## src/rtl/notshazam_pkg.sv

```systemverilog
// Shared constants and types for the landmark pairing stage (peak_pairer, peak_history).
package notshazam_pkg;

  localparam int unsigned PEAKS      = 6;
  localparam int unsigned FREQ_WIDTH = 4;
  localparam int unsigned AMPL_WIDTH = 32;
  localparam int unsigned TIME_WIDTH = 32;
  localparam int unsigned DT_WIDTH   = 6;
  localparam int unsigned HASH_WIDTH = 2 * FREQ_WIDTH + DT_WIDTH;
  localparam int unsigned PEAK_IDX_W = $clog2(PEAKS);
  // Wide enough for history depths up to 4 frames.
  localparam int unsigned HIST_CNT_W = 3;

  typedef struct packed {
    logic [PEAKS-1:0][AMPL_WIDTH-1:0] ampl;
    logic [PEAKS-1:0][FREQ_WIDTH-1:0] freq;
    logic [TIME_WIDTH-1:0]            tstamp;
  } peak_frame_t;

  typedef struct packed {
    logic [FREQ_WIDTH-1:0] anchor_freq;
    logic [FREQ_WIDTH-1:0] target_freq;
    logic [DT_WIDTH-1:0]   dt;
  } hash_word_t;

  typedef enum logic [1:0] {
    StIdle,
    StEmit,
    StCommit
  } pp_state_e;

  // Frame distance clipped to the largest value the dt field can hold.
  function automatic logic [DT_WIDTH-1:0] sat_dt(input logic [TIME_WIDTH-1:0] diff);
    if (|diff[TIME_WIDTH-1:DT_WIDTH]) begin
      return '1;
    end
    return diff[DT_WIDTH-1:0];
  endfunction

endpackage

```

## src/rtl/peak_history.sv

```systemverilog
// FAN_FRAMES-deep shift register of past peak frames, newest at index 0, with an
// indexed read port and a saturating count of valid entries.
module peak_history
  import notshazam_pkg::*;
#(
  parameter int unsigned FAN_FRAMES = 2
) (
  input  logic                  clk_i,
  input  logic                  rst_ni,
  input  logic                  wr_en_i,
  input  peak_frame_t           wr_frame_i,
  input  logic [HIST_CNT_W-1:0] rd_idx_i,
  output peak_frame_t           rd_frame_o,
  output logic [HIST_CNT_W-1:0] stored_o
);

  peak_frame_t           frames_q [FAN_FRAMES];
  peak_frame_t           frames_d [FAN_FRAMES];
  logic [HIST_CNT_W-1:0] stored_q, stored_d;

  always_comb begin
    frames_d = frames_q;
    stored_d = stored_q;
    if (wr_en_i) begin
      frames_d[0] = wr_frame_i;
      for (int i = 1; i < FAN_FRAMES; i++) begin
        frames_d[i] = frames_q[i-1];
      end
      if (stored_q < HIST_CNT_W'(FAN_FRAMES)) begin
        stored_d = stored_q + 1'b1;
      end
    end
  end

  always_ff @(posedge clk_i or negedge rst_ni) begin
    if (!rst_ni) begin
      frames_q <= '{default: '0};
      stored_q <= '0;
    end else begin
      frames_q <= frames_d;
      stored_q <= stored_d;
    end
  end

  always_comb begin
    rd_frame_o = '0;
    for (int i = 0; i < FAN_FRAMES; i++) begin
      if (rd_idx_i == HIST_CNT_W'(i)) begin
        rd_frame_o = frames_q[i];
      end
    end
  end

  assign stored_o = stored_q;

endmodule

```

## src/rtl/peak_pairer.sv

```systemverilog
// Pairs each qualifying peak of a new frame with every qualifying peak of the last
// FAN_FRAMES frames and streams {anchor_freq, target_freq, dt} hash words.
// Optional build macro: PEAK_PAIRER_FREQ_WINDOW_EN limits pairs to a frequency window.
module peak_pairer
  import notshazam_pkg::*;
#(
  parameter int unsigned FAN_FRAMES  = 2,
  parameter int signed   MIN_AMPL    = 0,
  parameter int unsigned FREQ_WINDOW = 4
) (
  input  logic                             clk,
  input  logic                             reset,
  input  logic                             valid_in,
  input  logic [PEAKS-1:0][AMPL_WIDTH-1:0] amplitudes_in,
  input  logic [PEAKS-1:0][FREQ_WIDTH-1:0] freqs_in,
  input  logic [TIME_WIDTH-1:0]            counter_in,
  output logic [HASH_WIDTH-1:0]            hash_out,
  output logic [TIME_WIDTH-1:0]            anchor_time_out,
  output logic                             hash_valid,
  input  logic                             hash_ready,
  output logic                             busy,
  output logic [7:0]                       drop_count
);

  pp_state_e             state_q, state_d;
  logic                  pend_q, pend_d;
  peak_frame_t           frame_q, frame_d;
  logic [HIST_CNT_W-1:0] f_q, f_d;
  logic [PEAK_IDX_W-1:0] a_q, a_d, b_q, b_d;
  hash_word_t            hash_q, hash_d;
  logic [TIME_WIDTH-1:0] atime_q, atime_d;
  logic                  hvld_q, hvld_d;
  logic [7:0]            drop_q, drop_d;

  logic                  hist_wr;
  peak_frame_t           anchor;
  logic [HIST_CNT_W-1:0] stored;

  peak_history #(
    .FAN_FRAMES (FAN_FRAMES)
  ) u_history (
    .clk_i      (clk),
    .rst_ni     (reset),
    .wr_en_i    (hist_wr),
    .wr_frame_i (frame_q),
    .rd_idx_i   (f_q),
    .rd_frame_o (anchor),
    .stored_o   (stored)
  );

  logic [FREQ_WIDTH-1:0] anc_freq, tgt_freq;
  logic                  amp_ok, win_ok, pair_ok;
  logic [TIME_WIDTH-1:0] t_diff;
  logic                  out_free;

  assign anc_freq = anchor.freq[a_q];
  assign tgt_freq = frame_q.freq[b_q];
  assign amp_ok   = ($signed(anchor.ampl[a_q]) > MIN_AMPL) &&
                    ($signed(frame_q.ampl[b_q]) > MIN_AMPL);
  // Modular subtraction keeps dt correct across a counter wrap.
  assign t_diff   = frame_q.tstamp - anchor.tstamp;

`ifdef PEAK_PAIRER_FREQ_WINDOW_EN
  logic [FREQ_WIDTH:0] anc_x, tgt_x, f_dist;
  assign anc_x  = {1'b0, anc_freq};
  assign tgt_x  = {1'b0, tgt_freq};
  assign f_dist = (tgt_x >= anc_x) ? (tgt_x - anc_x) : (anc_x - tgt_x);
  assign win_ok = (32'(f_dist) <= FREQ_WINDOW);
`else
  logic unused_freq_window;
  assign unused_freq_window = ^FREQ_WINDOW;
  assign win_ok = 1'b1;
`endif

  assign pair_ok  = amp_ok && win_ok;
  // The output slot is free unless a word is waiting for the consumer.
  assign out_free = !hvld_q || hash_ready;

  always_comb begin
    state_d = state_q;
    pend_d  = pend_q;
    frame_d = frame_q;
    f_d     = f_q;
    a_d     = a_q;
    b_d     = b_q;
    hash_d  = hash_q;
    atime_d = atime_q;
    hvld_d  = hvld_q;
    drop_d  = drop_q;
    hist_wr = 1'b0;

    if (valid_in && busy && (drop_q != 8'hFF)) begin
      drop_d = drop_q + 8'd1;
    end

    unique case (state_q)
      StIdle: begin
        if (pend_q) begin
          // Setup cycle after capture: reset the indices and pick the path.
          pend_d  = 1'b0;
          f_d     = '0;
          a_d     = '0;
          b_d     = '0;
          state_d = (stored == '0) ? StCommit : StEmit;
        end else if (valid_in) begin
          frame_d = '{ampl: amplitudes_in, freq: freqs_in, tstamp: counter_in};
          pend_d  = 1'b1;
        end
      end
      StEmit: begin
        if (out_free) begin
          hvld_d = pair_ok;
          if (pair_ok) begin
            hash_d  = '{anchor_freq: anc_freq, target_freq: tgt_freq, dt: sat_dt(t_diff)};
            atime_d = anchor.tstamp;
          end
          if (b_q == PEAK_IDX_W'(PEAKS - 1)) begin
            b_d = '0;
            if (a_q == PEAK_IDX_W'(PEAKS - 1)) begin
              a_d = '0;
              if (f_q == stored - 1'b1) begin
                state_d = StCommit;
              end else begin
                f_d = f_q + 1'b1;
              end
            end else begin
              a_d = a_q + 1'b1;
            end
          end else begin
            b_d = b_q + 1'b1;
          end
        end
      end
      StCommit: begin
        // History is only updated once the final word has left.
        if (out_free) begin
          hvld_d  = 1'b0;
          hist_wr = 1'b1;
          state_d = StIdle;
        end
      end
      default: state_d = StIdle;
    endcase
  end

  always_ff @(posedge clk or negedge reset) begin
    if (!reset) begin
      state_q <= StIdle;
      pend_q  <= 1'b0;
      frame_q <= '0;
      f_q     <= '0;
      a_q     <= '0;
      b_q     <= '0;
      hash_q  <= '0;
      atime_q <= '0;
      hvld_q  <= 1'b0;
      drop_q  <= '0;
    end else begin
      state_q <= state_d;
      pend_q  <= pend_d;
      frame_q <= frame_d;
      f_q     <= f_d;
      a_q     <= a_d;
      b_q     <= b_d;
      hash_q  <= hash_d;
      atime_q <= atime_d;
      hvld_q  <= hvld_d;
      drop_q  <= drop_d;
    end
  end

  assign hash_out        = hash_q;
  assign anchor_time_out = atime_q;
  assign hash_valid      = hvld_q;
  assign busy            = pend_q || (state_q != StIdle);
  assign drop_count      = drop_q;

endmodule

```

## config.mk

```make
export PLATFORM = sky130hd
export DESIGN_NAME = peak_pairer
export DESIGN_NICKNAME = d
export VERILOG_FILES = /design/src/rtl/notshazam_pkg.sv /design/src/rtl/peak_history.sv /design/src/rtl/peak_pairer.sv
export SDC_FILE = /design/constraint.sdc
export NUM_CORES = 2
export LEC_CHECK = 0
export BUFFER_PORTS_ARGS = -buffer_cell sky130_fd_sc_hd__buf_4
export CAP_MARGIN = 20
export CORE_UTILIZATION = 35
export DETAILED_ROUTE_END_ITERATION = 8
export SYNTH_ARGS = -nofsm -noshare
export SYNTH_HDL_FRONTEND = slang
export SYNTH_SLANG_ARGS = --single-unit
```

## constraint.sdc

```tcl
create_clock -name clk -period 8.1 [get_ports clk]
set_input_delay 0.405 -clock clk [delete_from_list [all_inputs] [get_ports clk]]
set_output_delay 0.405 -clock clk [all_outputs]
set_load 0.02 [all_outputs]
```

==> metrics.md <==
| Metric | Value |
|---|---|
| Worst reg-to-reg path cell count | `14` |
| Main combinational cell family by area after synthesis | `simple AND/OR/NAND/NOR gates` |
| Drt pass-1 iters | `5` |
| Unique masters post-synth | `85` |
| Compound-Gate Fraction of Synth Area | `0.05697` |
| Crit path depth | `14` |
| RR Startpoint | `f_q[1]` |
| Number of global-route vias before repair | `between 20,000 and 30,000` |
| Top FF cell, synth | `dfrtp_1` |
| Crit path max-delay family | `simple AND/OR/NAND/NOR gates` |
| Via count | `27,427` |
| Port buffer count | `a little over 300` |
| Register-to-register setup slack | `2.43 ns` |
| Reg2reg end | `hash_out[3]` |
| Top Usage Layer GRT | `met2` |
| Critical path startpoint category | `flop` |
| Post-Synth Simple-Gate Area | `0.2317` |
| Nets | `4,402` |
| RSZ-0062 raised after global routing | `false` |
| Post-synthesis sequential area ratio | `0.5729` |
| DRT iter0 DRCs | `1,859` |
| CP max stage cell | `nor2b_4` |
| Post-synth ARST share | `1.000` |
| Initial Util | `0.3540` |
| Fin crit share | `0.6996` |
| Final Slew Violations | `0` |
| Clk slew on worst S/H paths | `approximately 0.06 ns` |
| Core area | `about 100,000 sq um` |
| Worst-margin pin slew | `1.489 ns` |
| Dpl hpwl | `66,550 microns` |
| Max frequency | `~0.18 GHz` |
| Cell area power density | `254.2 nW/um^2` |
| Most frequent cells in the layout | `nand2_1, dfrtp_1, buf_4` |
| Synth Area in Adders | `0.01140` |
| Root Buffer | `clkbuf_16` |
| # DRC | `0` |
| CTS sink cnt | `814` |
| WHS | `0.04164 ns` |
| Synth top area cells | `dfrtp_1, nand2_1, mux2_2` |
| EDFF count, synth | `0` |
| Num CTS Buffers | `92` |
| Worst vdd ir | `0.1922 mV` |
| Yosys warns | `0` |
| Pin count of the biggest net entering global routing | `~210` |
| H-Tree Depth | `3` |
| Synth Instances | `between 3,000 and 4,000` |
| Critical path capture point | `hash_out[3]` |
| Die area | `~100,000 sq um` |
| Met3 usage | `0.03176` |
| Chip Width | `320.7 microns` |
| First-pass GRT wire length | `about 160,000 microns` |
| Total routed wirelength | `100,500 microns` |
| Total gr overflow | `0` |
| Chip height | `320.7 microns` |
| Synthesized net count | `3,919` |
| Endpoints failing hold | `0` |
| Antenna viol nets, final | `0` |
| Required time worst endpoint | `~8.6 ns` |
| Min cycle time layout | `5.667 ns` |
| Share of layout cells above drive strength 1 | `0.1869` |
| Initial antenna violation count | `6` |
| Seq cells post-synth | `814` |
| Syn avg cell area | `9.779 sq um` |
| Leak | `between 20 and 25 nW` |
| Clock tree buffer depth | `3` |
| CTS tree | `built` |
| Most common cell after layout, fill and taps aside | `nand2_1` |
| Final setup fails | `0` |
| CP startpoint | `f_q[1]` |
| Worst path most repeated cell | `ha_1` |
| Critical Path, Cell by Cell | `inv_1, ha_1, nor2b_4, a22oi_1, ha_1, a2111oi_0, o21ai_0, and3_1, a2111o_1, a32o_1, a211oi_1, nand4_1, nor4_2, a31oi_1` |
| Crit path buffers/inverters | `1` |
| Site row count | `116` |
| Worst Hold Class | `in2reg` |
| CP peak stage delay | `0.85 ns` |
| CP max FO | `26` |
| Post-CTS resize count | `0` |
| Post-Syn Area | `about 36,000 sq um` |
| GPL Wtd Cong | `0.8957` |
| CP Class | `reg2reg` |
| Total of max-cap violations | `0` |
| I/O pin cnt | `308` |
| Crit end category | `flop` |
| Met1 Usage GRT | `0.2688` |
| Post-synth top area cell | `dfrtp_1` |
| Wire per inst | `18.10 microns` |
| Crit path DAT | `around 6 ns` |
| Status | `finished clean` |
| Headroom to the max-slew limit | `0.007574` |
| Top cell type's share of synthesized area | `0.5729` |
| Worst Clk Skew | `about 0.023 ns` |
| Fin Setup TNS | `0 ns` |
| Area Overhead vs Synth | `25.84%` |
| Total GRT Usage | `0.1974` |
| Vias per cell | `4.943` |
| Clock Latency Late Sink | `between 0.6 and 0.7 ns` |
| Met2 usage | `0.3234` |
| Mux contribution to synthesized area | `0.09550` |
| Post-Synth XOR/XNOR Area | `0.008128` |
[how the worst min path moves through the flow]
| stage | end | start | cells after the start | slack, ns |
|---|---|---|---|---|
| after floorplan | a_q[0] | reset | 0 | 0.11 |
| after global placement | u_history.frames_q[222] | u_history.frames_q[222] | 2 | 0.45 |
| after CTS | frame_q[215] | amplitudes_in[159] | 2 | 0.002 |
| after detailed placement | u_history.frames_q[222] | u_history.frames_q[222] | 2 | 0.45 |
| after global routing | frame_q[215] | amplitudes_in[159] | 2 | 0.01 |
| final | frame_q[214] | amplitudes_in[158] | 2 | 0.04 |
[cell families after synthesis]
group                      after synthesis
buffers and inverters                  212
xor gates and xnor gates                33
AOI/OAI and AO/OA                      306
muxes                                  283
adders and majority gates               32
and+or+nand+nor                       1956
DFF                                    814
[what timing repair did]
item / in CTS / in global routing
buffers inserted: 0 / 0
setup endpoints to repair: 0 / 0
hold buffers: 243 / 0
endpoints found under the hold margin: 348 / 0
[final cells by class]
cell class | count | area [sq um]
antenna | 3 | 7.507
clock buffer | 126 | 2611
clock inverter | 38 | 531.8
fill | 9655 | 55690
inverter | 26 | 97.59
multi-input combinational | 2610 | 14400
sequential | 814 | 20370
tap | 1357 | 1698
timing repair buffer | 575 | 5027
[Yosys cell counts (20+ instances only)]
| master | number |
|---|---|
| nand3_1 | 29 |
| clkbuf_1 | 167 |
| nor2_1 | 64 |
| nand2_1 | 1579 |
| a21oi_1 | 72 |
| nand4_1 | 35 |
| nor3_1 | 27 |
| a22oi_1 | 25 |
| mux2_2 | 250 |
| inv_1 | 26 |
| ha_1 | 30 |
| nor4_1 | 113 |
| o21ai_0 | 79 |
| dfrtp_1 | 814 |
| mux4_2 | 20 |
| xnor2_1 | 21 |
[metrics by stage]
| step | cells | utilization | total power (W) | worst slack (ns) | area (sq um) |
|---|---|---|---|---|---|
| finish | 5549 | 0.4455 | 0.01138 | 2.433 | 44750 |
| global route | 5549 | 0.4455 | 0.01193 | 2.164 | 44750 |
| CTS | 5545 | 0.4452 | 0.01153 | 2.462 | 44710 |
| detailed placement | 5138 | 0.3897 | 0.007063 | 2.532 | 39140 |
| global placement | 5138 | 0.3897 | 0.007059 | 2.654 | 39140 |
| floorplan | 3636 | - | 0.006031 | 3.377 | 35560 |
[layer usage]
layer / wire length (microns) / up-vias
met5: 28 / -
met4: 2297 / 4
met3: 4347 / 133
met2: 47770 / 519
met1: 46010 / 13592
li1: - / 13179
[worst register-to-register path, delay by kind of cell, from the launching register on]
kind	cells	cell delay [ns]
AOI/OAI and AO/OA	7	1.94
and+or+nand+nor	4	1.92
buffers and inverters	1	0.11
adders and majority gates	2	1.12
DFF	1	0.41
[sequential cells by signal (all words and copies together), names as in the netlist]
register            flops
u_history.frames_q    496
frame_q               248
anchor_time_out        32
hash_out               14
drop_count              8
a_q                     3
b_q                     3
f_q                     3
u_history.stored_o      3
state_q                 2
hash_valid              1
pend_q                  1
[power breakdown]
part           internal (W)  switching, W
registers           0.00431      0.000268
clock network       0.00258       0.00173
logic              0.000975       0.00150
total               0.00787       0.00351
Note: power is estimated with default switching activity, not from simulation.
